**config.mk**
```make
export PLATFORM = sky130hd
export DESIGN_NAME = spi_rd_master_arb_flat
export DESIGN_NICKNAME = d
export VERILOG_FILES = /design/src/rtl/spi_rd_master_arb_if.sv /design/src/rtl/spi_rd_master_arb.sv /design/src/flat_wrapper.sv
export SDC_FILE = /design/constraint.sdc
export NUM_CORES = 1
export LEC_CHECK = 0
export ABC_AREA = 1
export ABC_CLOCK_PERIOD_IN_PS = 1750
export CORE_ASPECT_RATIO = 1.1
export CORE_MARGIN = 1
export CORE_UTILIZATION = 45
export CTS_CLUSTER_SIZE = 30
export DETAILED_ROUTE_END_ITERATION = 16
export PLACE_DENSITY = 0.69
export SETUP_SLACK_MARGIN = 0.15
export SYNTH_ARGS = -nofsm -noshare
export SYNTH_HDL_FRONTEND = slang
export SYNTH_SLANG_ARGS = --single-unit
```
**constraint.sdc**
```tcl
create_clock -name clk -period 1.75 [get_ports clk]
set_input_delay 0.35 -clock clk [delete_from_list [all_inputs] [get_ports clk]]
set_output_delay 0.35 -clock clk [all_outputs]
set_load 0.01 [all_outputs]
```
**src/rtl/spi_rd_master_arb_if.sv**
```systemverilog
// Bus bundle between the readback arbiter and its environment:
// two local read requesters on one side, the shared SPI readback bus on the other.
interface spi_rd_master_arb_if #(
  parameter int NBIT = 8
);
  // Handshake: req is a level held until its one-cycle done pulse; adr is sampled
  // on the grant edge only; rdata is valid with done and held until the next capture.
  logic            req0;
  logic [7:0]      adr0;
  logic            req1;
  logic [7:0]      adr1;
  logic            done0;
  logic            done1;
  logic [NBIT-1:0] rdata;
  logic            busy;
  logic            cs;
  logic            sclk;
  logic            mosi;
  logic            miso;

  modport master (
    input  req0, adr0, req1, adr1, miso,
    output done0, done1, rdata, busy, cs, sclk, mosi
  );

  modport slave (
    output req0, adr0, req1, adr1, miso,
    input  done0, done1, rdata, busy, cs, sclk, mosi
  );
endinterface

```
**src/rtl/spi_rd_master_arb.sv**
```systemverilog
// Round-robin two-requester SPI read master: sends an 8-bit slave address,
// then shifts in an NBIT status word and returns it to the granted requester.
module spi_rd_master_arb #(
  parameter int NBIT   = 8,
  parameter int CLKDIV = 4,
  parameter int CS_GAP = 2
) (
  input  logic                  clk,
  input  logic                  rst,
  spi_rd_master_arb_if.master   bus,
  output logic [2:0]            dbg_state
);
  localparam int CMAX = (CLKDIV > CS_GAP) ? CLKDIV : CS_GAP;
  localparam int CW   = $clog2(CMAX + 1);
  localparam int BMAX = (NBIT > 8) ? NBIT : 8;
  localparam int BW   = $clog2(BMAX + 1);

  typedef enum logic [2:0] {IDLE, SETUP, ADDR, DATA, HOLD, GAP} state_t;

  state_t          state;
  logic [CW-1:0]   cnt;
  logic [BW-1:0]   bit_cnt;
  logic [7:0]      adr_sh;
  logic [NBIT-1:0] cap;
  logic            miso_s1;
  logic            miso_s2;
  logic            rr_pref;
  logic            owner;
  logic            pick;
  logic            phase_end;

  assign dbg_state = state;
  assign phase_end = (cnt == CW'(CLKDIV - 1));

  // rr_pref names the requester that wins a tie; it flips away from every winner.
  always_comb begin
    pick = bus.req1;
    if (bus.req0 && bus.req1) pick = rr_pref;
  end

  // miso idles high, so the synchroniser resets to ones.
  always_ff @(posedge clk or negedge rst) begin
    if (!rst) begin
      miso_s1 <= 1'b1;
      miso_s2 <= 1'b1;
    end else begin
      miso_s1 <= bus.miso;
      miso_s2 <= miso_s1;
    end
  end

  always_ff @(posedge clk or negedge rst) begin
    if (!rst) begin
      state     <= IDLE;
      cnt       <= '0;
      bit_cnt   <= '0;
      adr_sh    <= '0;
      cap       <= '0;
      rr_pref   <= 1'b0;
      owner     <= 1'b0;
      bus.cs    <= 1'b1;
      bus.sclk  <= 1'b0;
      bus.mosi  <= 1'b0;
      bus.done0 <= 1'b0;
      bus.done1 <= 1'b0;
      bus.busy  <= 1'b0;
      bus.rdata <= '0;
    end else begin
      bus.done0 <= 1'b0;
      bus.done1 <= 1'b0;
      case (state)
        IDLE: begin
          if (bus.req0 || bus.req1) begin
            owner    <= pick;
            rr_pref  <= ~pick;
            adr_sh   <= pick ? bus.adr1 : bus.adr0;
            bus.mosi <= pick ? bus.adr1[7] : bus.adr0[7];
            bus.cs   <= 1'b0;
            bus.sclk <= 1'b0;
            bus.busy <= 1'b1;
            cnt      <= '0;
            state    <= SETUP;
          end
        end
        SETUP: begin
          if (phase_end) begin
            cnt      <= '0;
            bit_cnt  <= '0;
            bus.mosi <= adr_sh[7];
            adr_sh   <= {adr_sh[6:0], 1'b0};
            state    <= ADDR;
          end else begin
            cnt <= cnt + 1'b1;
          end
        end
        ADDR, DATA: begin
          if (!phase_end) begin
            cnt <= cnt + 1'b1;
          end else begin
            cnt <= '0;
            if (!bus.sclk) begin
              bus.sclk <= 1'b1;
              if (state == DATA) cap <= (cap << 1) | NBIT'(miso_s2);
            end else begin
              // End of a bit: sclk falls and the next low phase begins.
              bus.sclk <= 1'b0;
              bit_cnt  <= bit_cnt + 1'b1;
              if (state == ADDR) begin
                if (bit_cnt == BW'(7)) begin
                  bus.mosi <= 1'b0;
                  bit_cnt  <= '0;
                  state    <= DATA;
                end else begin
                  bus.mosi <= adr_sh[7];
                  adr_sh   <= {adr_sh[6:0], 1'b0};
                end
              end else if (bit_cnt == BW'(NBIT - 1)) begin
                state <= HOLD;
              end
            end
          end
        end
        HOLD: begin
          if (phase_end) begin
            cnt       <= '0;
            bus.cs    <= 1'b1;
            bus.rdata <= cap;
            bus.done0 <= ~owner;
            bus.done1 <= owner;
            state     <= GAP;
          end else begin
            cnt <= cnt + 1'b1;
          end
        end
        GAP: begin
          if (cnt == CW'(CS_GAP - 1)) begin
            bus.busy <= 1'b0;
            state    <= IDLE;
          end else begin
            cnt <= cnt + 1'b1;
          end
        end
        default: state <= IDLE;
      endcase
    end
  end
endmodule

```
**src/flat_wrapper.sv**
```systemverilog
// flat-port wrapper written by rule: the top's interface ports become plain ports
module spi_rd_master_arb_flat 
#(
  parameter int NBIT   = 8,
  parameter int CLKDIV = 4,
  parameter int CS_GAP = 2
)
  (clk, rst, dbg_state, bus_req0, bus_adr0, bus_req1, bus_adr1, bus_miso, bus_done0, bus_done1, bus_rdata, bus_busy, bus_cs, bus_sclk, bus_mosi);
  spi_rd_master_arb_if #(.NBIT(NBIT)) bus_i ();
  input  logic clk;
  input  logic rst;
  output logic [2:0] dbg_state;
  input wire logic [$bits(bus_i.req0)-1:0] bus_req0;
  input wire logic [$bits(bus_i.adr0)-1:0] bus_adr0;
  input wire logic [$bits(bus_i.req1)-1:0] bus_req1;
  input wire logic [$bits(bus_i.adr1)-1:0] bus_adr1;
  input wire logic [$bits(bus_i.miso)-1:0] bus_miso;
  output wire logic [$bits(bus_i.done0)-1:0] bus_done0;
  output wire logic [$bits(bus_i.done1)-1:0] bus_done1;
  output wire logic [$bits(bus_i.rdata)-1:0] bus_rdata;
  output wire logic [$bits(bus_i.busy)-1:0] bus_busy;
  output wire logic [$bits(bus_i.cs)-1:0] bus_cs;
  output wire logic [$bits(bus_i.sclk)-1:0] bus_sclk;
  output wire logic [$bits(bus_i.mosi)-1:0] bus_mosi;
  assign bus_i.req0 = bus_req0;
  assign bus_i.adr0 = bus_adr0;
  assign bus_i.req1 = bus_req1;
  assign bus_i.adr1 = bus_adr1;
  assign bus_i.miso = bus_miso;
  assign bus_done0 = bus_i.done0;
  assign bus_done1 = bus_i.done1;
  assign bus_rdata = bus_i.rdata;
  assign bus_busy = bus_i.busy;
  assign bus_cs = bus_i.cs;
  assign bus_sclk = bus_i.sclk;
  assign bus_mosi = bus_i.mosi;
  spi_rd_master_arb #(.NBIT(NBIT), .CLKDIV(CLKDIV), .CS_GAP(CS_GAP)) u_core (.clk(clk), .rst(rst), .bus(bus_i), .dbg_state(dbg_state));
endmodule
```
==> summary.txt, run 1 <==
Outcome
  – Status: complete, but fails checks
  – Failing checks: DRC

Detailed routing
  – First-pass DRT Iterations: 10
  – DRT iter0 DRCs: 177
  – Total Routed Length: 4559 µm
  – Routed vias: 1936
  – DRC viols: 4
  – Remaining antenna violation count: 0
  – DR vias/cell: 4.889
  – Wirelength per Cell: 11.51 µm

Synth
  – Synth warnings: 0
  – Dominant synthesized flop cell: dfrtp_1
  – #FFs+latches synth: 44
  – Distinct cells, synth: 28
  – Syn avg cell area: 8.331 µm²
  – Syn nets: 307
  – Mapped Cells: 281
  – EDFF count, synth: 0
  – Mapped Area: 2341 µm²
  – Synth async-reset ratio: 100.0%
  – Post-synthesis sequential area ratio: 47.19%

Timing
  – Setup TNS: 0 ns
  – Max Slew Vio Count: 0
  – Final hold viol count: 0
  – Slew @ Worst Pin: 0.5490 ns
  – Final Critical Period: 1.549 ns
  – Highest achievable clock rate: 645.7 MHz
  – RSZ-0062 raised after global routing: no
  – Clk_skew: 0.007841 ns
  – Min Hold Slack: 0.02784 ns
  – Final Setup Violations: 0
  – Crit share post-route: 88.50%
  – Slew HR: 63.40%

Finish
  – Synth-to-layout area growth: 27.31%
  – Share of layout cells above drive strength 1: 19.23%
  – Diode count: 0
  – Final #Nets: 363
  – Filler Cell Count: 461

Die
  – Die W: 70.77 µm
  – Full die area: 5495 µm²
  – Boundary Pins: 38
  – Initial core utilization: 46.82%
  – Chip height: 77.65 µm
  – Core area: 5000 µm²
  – Rows: 27

CTS
  – Reg clk slew, reported paths: 0.09 ns
  – CTS sink count: 44
  – CTS H-Tree Depth: 2
  – Total CTS buffers: 5
  – CTS max path bufs: 2
  – Hold-fix buffer count after cts: 0
  – CTS root buffer: clkbuf_8
  – Worst-skew pair later-pin latency: 0.30 ns
  – CTS tree: done

Worst setup path
  – Critical Path Max Stage Delay: 0.54 ns
  – Arr. time, crit path: 1.20 ns
  – Worst Setup SP: u_core.bus.rdata[3]
  – CP top delay family: buffers and inverters
  – Setup CP Type: register to output port
  – FF-to-FF path depth: 5
  – Maximum fanout along the worst path: 2
  – Setup crit start kind: register
  – Total stage count of the critical path: 1
  – FF-to-FF Start: u_core.cnt[1]
  – Worst EP required: 1.40 ns
  – Worst path slowest cell: clkdlybuf4s50_1
  – Type of destination of the critical path: output port
  – CP cell instances: clkdlybuf4s50_1
  – CP bufs+invs: 1

GRT
  – Vias in the first global route: 1790
  – Initial antenna violation count: 0
  – Gr usage total: 18.13%
  – Met3 Use GR: 4.675%
  – Remaining global-route overflow: 0
  – Global Route met1 Usage: 25.66%
  – Grt peak-use layer: met2
  – Maximum number of pins on one net before global-route repair: 27
  – First-pass GRT wire length: 7997 µm
  – GR Util met2: 27.31%

Hold path
  – Hold crit path type: input port to async pin

Power
  – P per Cell Area: 1309 nW/µm²
  – Worst vdd ir: 0.7115 mV
  – Leakage: 1.487 nW

Job
  – Number of max-cap violations: 0

Place
  – Final GP Congestion: 0.8399
  – I/O Buffers: 37
  – Dpl hpwl: 3290 µm
path summary, 6_finish.rpt:
kind	endpoint	slack, ns
max in group asynchronous	u_core.dbg_state[0]	1.14
min	u_core.bus.rdata[5]	0.03
min reg2reg	u_core.miso_s2	0.36
min in group clk	u_core.miso_s2	0.36
max reg2reg	u_core.bus.rdata[7]	0.24
max	bus_rdata[3]	0.20
report_power, final:
part	leakage (nW)	internal (mW)	switching, mW
sequential	0.572	1.23	0.106
combinational	0.866	0.727	1.17
clock	0.0491	0.294	0.372
total	1.49	2.25	1.65
cell usage in the layout (no fill, tap or decap), drive strengths merged:
cell type / synthesis / layout
ha: 5 / 5
xor2: 1 / 1
nor2: 16 / 17
a21oi: 6 / 6
nand2: 102 / 102
dlygate4sd2: 0 / 1
o21ai: 25 / 25
inv: 37 / 39
nand3: 36 / 36
and2: 1 / 1
clkbuf: 0 / 5
dfstp: 3 / 3
nand3b: 2 / 2
buf: 5 / 17
clkdlybuf4s50: 0 / 35
mux2: 1 / 1
clkinv: 0 / 1
dfrtp: 41 / 41
cell usage after synthesis, types with 5 or more instances:
master,number,share of area [%]
a21oi_1,5,1.1
ha_1,5,2.7
o21ai_1,10,2.1
inv_2,6,0.96
inv_1,30,4.8
o21ai_0,7,1.5
nand3_1,31,6.6
nor2_1,10,1.6
o21ai_2,8,3.0
dfrtp_1,41,44
nand2_1,98,16
kinds of logic after synthesis:
logic type / after synthesis / share of synthesized area, %
compound gates: 31 / 8.070
xor+xnor: 1 / 0.3742
fa+ha+maj: 5 / 2.672
buf+inv: 42 / 7.910
flops: 44 / 47.19
mux: 1 / 0.4810
simple gates: 157 / 33.30
registers in the layout (all words and copies together), names as in the netlist, 3 cells and up:
| register | count |
|---|---|
| u_core.cnt | 3 |
| u_core.cap | 8 |
| u_core.bus.rdata | 8 |
| u_core.bit_cnt | 4 |
| u_core.adr_sh | 8 |
| u_core.dbg_state | 3 |
stage by stage:
step / power [mW] / worst slack [ns] / area (µm²) / cells / util [%]
2_1_floorplan: 2.644 / 0.1765 / 2341 / 281 / -
3_3_place_gp: 3.110 / 0.09015 / 2825 / 383 / 56.51
3_5_place_dp: 3.139 / 0.04365 / 2825 / 383 / 56.51
4_1_cts: 3.866 / 0.1832 / 2945 / 394 / 58.91
5_1_grt: 4.216 / 0.1513 / 2980 / 396 / 59.61
6_report: 3.900 / 0.2013 / 2980 / 396 / 59.61
layer usage:
layer | wire length [µm] | vias to the layer above
met4 | 36 | 0
met1 | 2077 | 895
li1 | - | 995
met2 | 2181 | 42
met3 | 264 | 4
met5 | 0 | -
cell type report:
class / instances / area (µm²) / share of cell area, %
clock inverter: 3 / 26.28 / 0.8816
multi-input combinational: 196 / 1067 / 35.81
tap: 58 / 72.57 / 2.435
sequential: 44 / 1109 / 37.20
timing repair buffer: 53 / 495.5 / 16.62
clock buffer: 5 / 68.82 / 2.309
inverter: 37 / 141.4 / 4.744
timing repair:
item                                    4_1_cts  5_1_grt
pin swaps                                     0        3
resized for setup                             4        5
buffers inserted                              3        1
cloned                                        0        1
endpoints found under the setup margin        4       26
hold endpoints to repair                      0        0
No activity file was read; power rests on OpenSTA's default activity.
==> run 2, diff against run 1 <==
--- a/config.mk
+++ b/config.mk
@@ -6,5 +6,4 @@
 export NUM_CORES = 1
 export LEC_CHECK = 0
-export ABC_AREA = 1
 export ABC_CLOCK_PERIOD_IN_PS = 1750
 export CORE_ASPECT_RATIO = 1.1
@@ -13,5 +12,5 @@
 export CTS_CLUSTER_SIZE = 30
 export DETAILED_ROUTE_END_ITERATION = 16
-export PLACE_DENSITY = 0.69
+export PLACE_DENSITY = 0.7
 export SETUP_SLACK_MARGIN = 0.15
 export SYNTH_ARGS = -nofsm -noshare
==> constraint.sdc (replaced) <==
create_clock -name clk -period 1.75 [get_ports clk]
set_input_delay 0.35 -clock clk [delete_from_list [all_inputs] [get_ports clk]]
set_output_delay 0.35 -clock clk [all_outputs]
set_load 0.005 [all_outputs]
==> run 2 against run 1 <==
  * The run now ends clean
  * Largest cell class is now multi-input gates
  * Cell area up 4.3%
  * Global-route usage increased by 0.23 points
  * Critical endpoint is now u_core.cap[4]
  * Critical path depth up 6
  * Largest power group unchanged
==> summary.txt, run 2 <==
Detailed routing
  – Total Routed Length: 4519 µm
  – First-pass DRT Iterations: 4
  – Remaining antenna violation count: 0
  – DRC viols: 0
  – DRT iter0 DRCs: 44
  – DR vias/cell: 5.192
  – Wirelength per Cell: 13.78 µm
  – Routed vias: 1703

Worst setup path
  – CP cell instances: ha_4, ha_4, nor2b_4, nand2_2, nor3_4, buf_12, mux2_2
  – Type of destination of the critical path: register
  – Setup CP Type: register to register
  – Most used cell, CP: ha_4
  – Setup crit start kind: register
  – FF-to-FF path depth: 7
  – CP top delay family: flip-flops
  – FF-to-FF Start: u_core.cnt[1]
  – Worst path slowest cell: dfrtp_1
  – Maximum fanout along the worst path: 8
  – Worst EP required: 1.93 ns
  – Arr. time, crit path: 1.88 ns
  – Critical Path Max Stage Delay: 0.40 ns
  – RR Endpoint: u_core.cap[4]
  – Register-to-register setup slack: 0.05 ns
  – CP bufs+invs: 1

Timing
  – Final Critical Period: 1.700 ns
  – Slew @ Worst Pin: 0.4791 ns
  – Final hold viol count: 0
  – Crit share post-route: 97.13%
  – Min Hold Slack: 0.007639 ns
  – Final Setup Violations: 0
  – Setup TNS: 0 ns
  – Clk_skew: 0.007532 ns
  – Slew HR: 68.06%
  – Highest achievable clock rate: 588.3 MHz
  – RSZ-0062 raised after global routing: yes
  – Max Slew Vio Count: 0

CTS
  – Reg clk slew, reported paths: 0.09 ns
  – Worst-skew pair later-pin latency: 0.29 ns
  – CTS H-Tree Depth: 2
  – Hold-fix buffer count after cts: 0
  – CTS tree: done
  – CTS max path bufs: 2
  – CTS sink count: 44
  – Total CTS buffers: 5
  – CTS root buffer: clkbuf_8

Synth
  – #FFs+latches synth: 44
  – Syn avg cell area: 11.12 µm²
  – Post-synthesis sequential area ratio: 49.66%
  – Syn nets: 226
  – Synth async-reset ratio: 100.0%
  – Area leader, netlist: dfrtp_1
  – Synth warnings: 0
  – Most frequent cell after synthesis: dfrtp_1
  – Distinct cells, synth: 42
  – Synth top area share: 46.12%
  – Mapped Cells: 200
  – Most frequent cells after synthesis: dfrtp_1, mux2_2, nand2_1
  – Dominant synthesized flop cell: dfrtp_1
  – Dominant cells by area after synthesis: dfrtp_1, mux2_2, o21ai_0
  – EDFF count, synth: 0
  – Mapped Area: 2225 µm²

Power
  – Worst vdd ir: 1.136 mV
  – Total Power: 4.393 mW
  – Leakage: 1.477 nW
  – P per Cell Area: 1414 nW/µm²

Hold path
  – Hold crit path type: input port to async pin

Die
  – Die W: 69.04 µm
  – Boundary Pins: 38
  – Initial core utilization: 47.49%
  – Rows: 26
  – Core area: 4684 µm²
  – Full die area: 5229 µm²
  – Chip height: 75.74 µm

Finish
  – Diode count: 0
  – Final #Nets: 297
  – Largest registers: u_core.adr_sh (8), u_core.bus.rdata (8), u_core.cap (8)
  – Share of layout cells above drive strength 1: 36.40%
  – Most frequent cells in the layout: dfrtp_1, clkdlybuf4s50_1, buf_4
  – Most common cell after layout, fill and taps aside: dfrtp_1
  – Synth-to-layout area growth: 39.71%

GRT
  – GR Util met2: 32.79%
  – Grt peak-use layer: met2
  – First-pass GRT wire length: 7479 µm
  – Maximum number of pins on one net before global-route repair: 26
  – Met3 Use GR: 4.497%
  – Remaining global-route overflow: 0
  – Gr usage total: 18.36%
  – Global Route met1 Usage: 22.23%
  – Vias in the first global route: 1659
  – Initial antenna violation count: 0

Job
  – Number of max-cap violations: 0

Place
  – I/O Buffers: 37
  – Dpl hpwl: 3205 µm
  – Final GP Congestion: 0.8171

Outcome
  – Status: finished clean
-- run 2: cell types whose count changed in the layout (fill, tap and decap cells not counted), moves of 17 or more --
cell	delta
nand3_1	-28
nand2_1	-78
buf_4	+17
mux2_2	+21
inv_1	-26
-- run 2: worst max-delay path by stage --
stage,from,endpoint,slack (ns),cells past startpoint
6_report,u_core.cnt[1],u_core.cap[4],0.05,7
5_1_grt,u_core.cnt[1],u_core.cap[4],-0.04,7
3_3_place_gp,bus_req1,u_core.adr_sh[1],-0.07,5
2_1_floorplan,u_core.cnt[0],u_core.cap[0],0.03,6
4_1_cts,u_core.cnt[1],u_core.cap[4],0.04,7
3_5_place_dp,bus_req0,u_core.adr_sh[5],-0.12,6
-- run 2: per-layer routing --
metal / wire [µm] / up-vias
met5: 0 / -
met2: 2220 / 32
met1: 2087 / 812
met3: 166 / 4
met4: 44 / 0
li1: - / 855
-- run 2: logic make-up (layout without fill, tap and decap cells) --
family,after synthesis,count (layout),share of synthesized area [%]
buffers and inverters,14,86,3.374
muxes,36,36,17.77
AOI/OAI and AO/OA,46,46,13.22
and+or+nand+nor,55,55,13.16
adders and majority gates,5,5,2.812
DFF,44,44,49.66
-- run 2: where the power goes --
group	switching, mW	total, mW	internal (mW)
combinational	0.982	2.17	1.19
clock	0.349	0.772	0.422
sequential	0.180	1.45	1.27
total	1.51	4.39	2.88
-- run 2: layout make-up --
| type | instances | area [µm²] |
|---|---|---|
| tap | 56 | 70.07 |
| fill | 373 | 1577 |
| sequential | 44 | 1109 |
| timing repair buffer | 72 | 665.6 |
| clock buffer | 5 | 68.82 |
| clock inverter | 3 | 42.54 |
| inverter | 6 | 22.52 |
| multi-input combinational | 142 | 1130 |
-- run 2: what timing repair did --
action,CTS,global route
gates cloned,0,0
resized for setup,8,14
hold endpoints to repair,0,0
buffers inserted,6,3
endpoints found under the setup margin,36,35
pin swaps,3,4
-- run 2: through the flow --
stage,setup WS [ns],cells,instance area (µm²),utilization (%)
floorplan,0.02522,200,2265,-
global placement,-0.07097,311,2868,61.22
detailed placement,-0.1211,311,2868,61.22
CTS,0.04174,325,3029,64.66
global route,-0.03592,328,3108,66.35
finish,0.05025,328,3108,66.35
==> run 3, diff against run 2 <==
Settings changed: SETUP_SLACK_MARGIN 0.15 to 0.02.
==> run 3 against run 2 <==
  * Sequential cell count stayed put
  * Fmax down 0.62%
  * Sequential power about the same
  * Sequential share of layout area fell by 0.81 points
  * Highest routed layer unchanged
  * Register-to-register slack hardly changed
==> summary.txt, run 3 (same netlist as run 2, synthesis figures left out) <==
Place
  – Post-Place Worst Slack: -0.1234 ns
  – Final GP Congestion: 0.8445
  – I/O Buffers: 37
  – Placed Cells: 316
  – Placed Instance Area: 2887 µm²
  – Dpl hpwl: 3129 µm

Timing
  – Final Setup Violations: 0
  – Clk_skew: 0.01306 ns
  – Final hold viol count: 0
  – Slew @ Worst Pin: 0.3442 ns
  – Max Slew Vio Count: 0
  – Setup TNS: 0 ns
  – Final Critical Period: 1.710 ns
  – RSZ-0062 raised after global routing: yes
  – Final setup margin: 0.03968 ns
  – Min Hold Slack: 0.02578 ns
  – Crit share post-route: 97.73%
  – Slew HR: 76.81%
  – Highest achievable clock rate: 584.7 MHz

Finish
  – Diode count: 0
  – Finished layout cell area: 3177 µm²
  – Final #Nets: 307
  – Non-filler instance count after layout: 338
  – Filler Cell Count: 370
  – Fin util: 67.82%
  – Most frequent cells in the layout: buf_4, dfrtp_1, clkdlybuf4s50_1
  – Share of layout cells above drive strength 1: 35.82%
  – Largest registers: u_core.adr_sh (8), u_core.bus.rdata (8), u_core.cap (8)
  – Synth-to-layout area growth: 42.80%

CTS
  – Total CTS buffers: 5
  – CTS root buffer: clkbuf_8
  – CTS H-Tree Depth: 2
  – Worst-skew pair later-pin latency: 0.29 ns
  – Hold-fix buffer count after cts: 0
  – CTS sink count: 44
  – CTS max path bufs: 2
  – Reg clk slew, reported paths: 0.07 ns
  – CTS tree: done

Power
  – Total Power: 4.426 mW
  – Sw Ratio: 33.71%
  – Internal power: 2.934 mW
  – Worst vdd ir: 0.9080 mV
  – P per Cell Area: 1393 nW/µm²
  – Gate power share: 50.1%
  – Clk network pwr share: 17.0%
  – Seq pwr share: 32.8%
  – Leakage: 1.457 nW
  – P_sw: 1.492 mW

GRT
  – Remaining global-route overflow: 0
  – Global Route met1 Usage: 23.61%
  – Met3 Use GR: 3.175%
  – GR Util met2: 31.07%
  – Initial antenna violation count: 0
  – Gr usage total: 18.18%
  – Vias in the first global route: 1619
  – Maximum number of pins on one net before global-route repair: 45
  – First-pass GRT wire length: 7438 µm
  – Grt peak-use layer: met2

Worst setup path
  – Setup crit start kind: register
  – Arr. time, crit path: 1.88 ns
  – Worst Setup SP: u_core.cnt[0]
  – Worst EP required: 1.92 ns
  – Maximum fanout along the worst path: 8
  – FF-to-FF Start: u_core.cnt[0]
  – Setup CP Type: register to register
  – Type of destination of the critical path: register

Die
  – Initial core utilization: 47.49%
  – Die W: 69.04 µm
  – Chip height: 75.74 µm
  – Core area: 4684 µm²
  – Full die area: 5229 µm²
  – Boundary Pins: 38
  – Rows: 26

Detailed routing
  – DRT iter0 DRCs: 92
  – Remaining antenna violation count: 0
  – DR vias/cell: 5.225
  – Wirelength per Cell: 13.69 µm
  – First-pass DRT Iterations: 4
  – Total Routed Length: 4627 µm
  – Routed vias: 1766
  – DRC viols: 0

Job
  – Number of max-cap violations: 0

Outcome
  – Status: finished clean

Hold path
  – Hold crit path type: input port to async pin
-- run 3: changes by cell type in the layout (fill, tap and decap cells not counted), moves of 2 or more --
cell             before  now
ha_1                  3    1
dlygate4sd2_1         2    0
buf_12                2    4
clkbuf_1              0    2
mux2_1                1    4
buf_4                31   39
mux2_4                6    4
clkdlybuf4s50_1      31   36
dlymetal6s2s_1        3    0
ha_2                  0    2
-- run 3: layer usage --
layer	wire length (µm)	part of all wire (%)
met5	0	0
met4	70	1.5
met3	155	3.3
met2	2315	50
met1	2086	45
-- run 3: layout make-up --
cell class / instances / area, µm² / area share (%)
sequential: 44 / 1107 / 34.86
tap: 56 / 70.07 / 2.206
clock buffer: 7 / 76.32 / 2.403
multi-input combinational: 142 / 1110 / 34.93
timing repair buffer: 82 / 760.7 / 23.95
clock inverter: 1 / 30.03 / 0.9453
inverter: 6 / 22.52 / 0.7089
-- run 3: worst paths after layout --
path / endpoint / slack [ns] / cells past startpoint
max: u_core.adr_sh[5] / 0.04 / 7
min: u_core.bus.rdata[0] / 0.03 / 2
max reg2reg: u_core.adr_sh[5] / 0.04 / 7
min reg2reg: u_core.miso_s2 / 0.36 / 0
max in group asynchronous: u_core.miso_s1 / 1.46 / 2
min in group clk: u_core.miso_s2 / 0.36 / 0
-- run 3: what timing repair did --
| item | 4_1_cts | 5_1_grt |
|---|---|---|
| buffers inserted | 5 | 9 |
| pin swaps | 3 | 5 |
| endpoints found under the setup margin | 21 | 19 |
| resized for setup | 5 | 12 |
| hold endpoints to repair | 0 | 0 |
-- run 3: power by group through the flow --
stage          Combinational (mW)  Clock (mW)  Sequential (mW)
3_3_place_gp                 1.85           0             1.48
3_5_place_dp                 1.88           0             1.49
2_1_floorplan                1.20           0             1.43
6_report                     2.22       0.754             1.45
5_1_grt                      2.43       0.816             1.49
4_1_cts                      2.06       0.778             1.45
-- run 3: worst max-delay path, stage by stage, from the launching register on --
cell     delay, ns
dfrtp_1       0.39
ha_4          0.16
ha_4          0.15
buf_4         0.11
nand2_1       0.10
a21oi_4       0.23
nand2_4       0.13
mux2_4        0.32
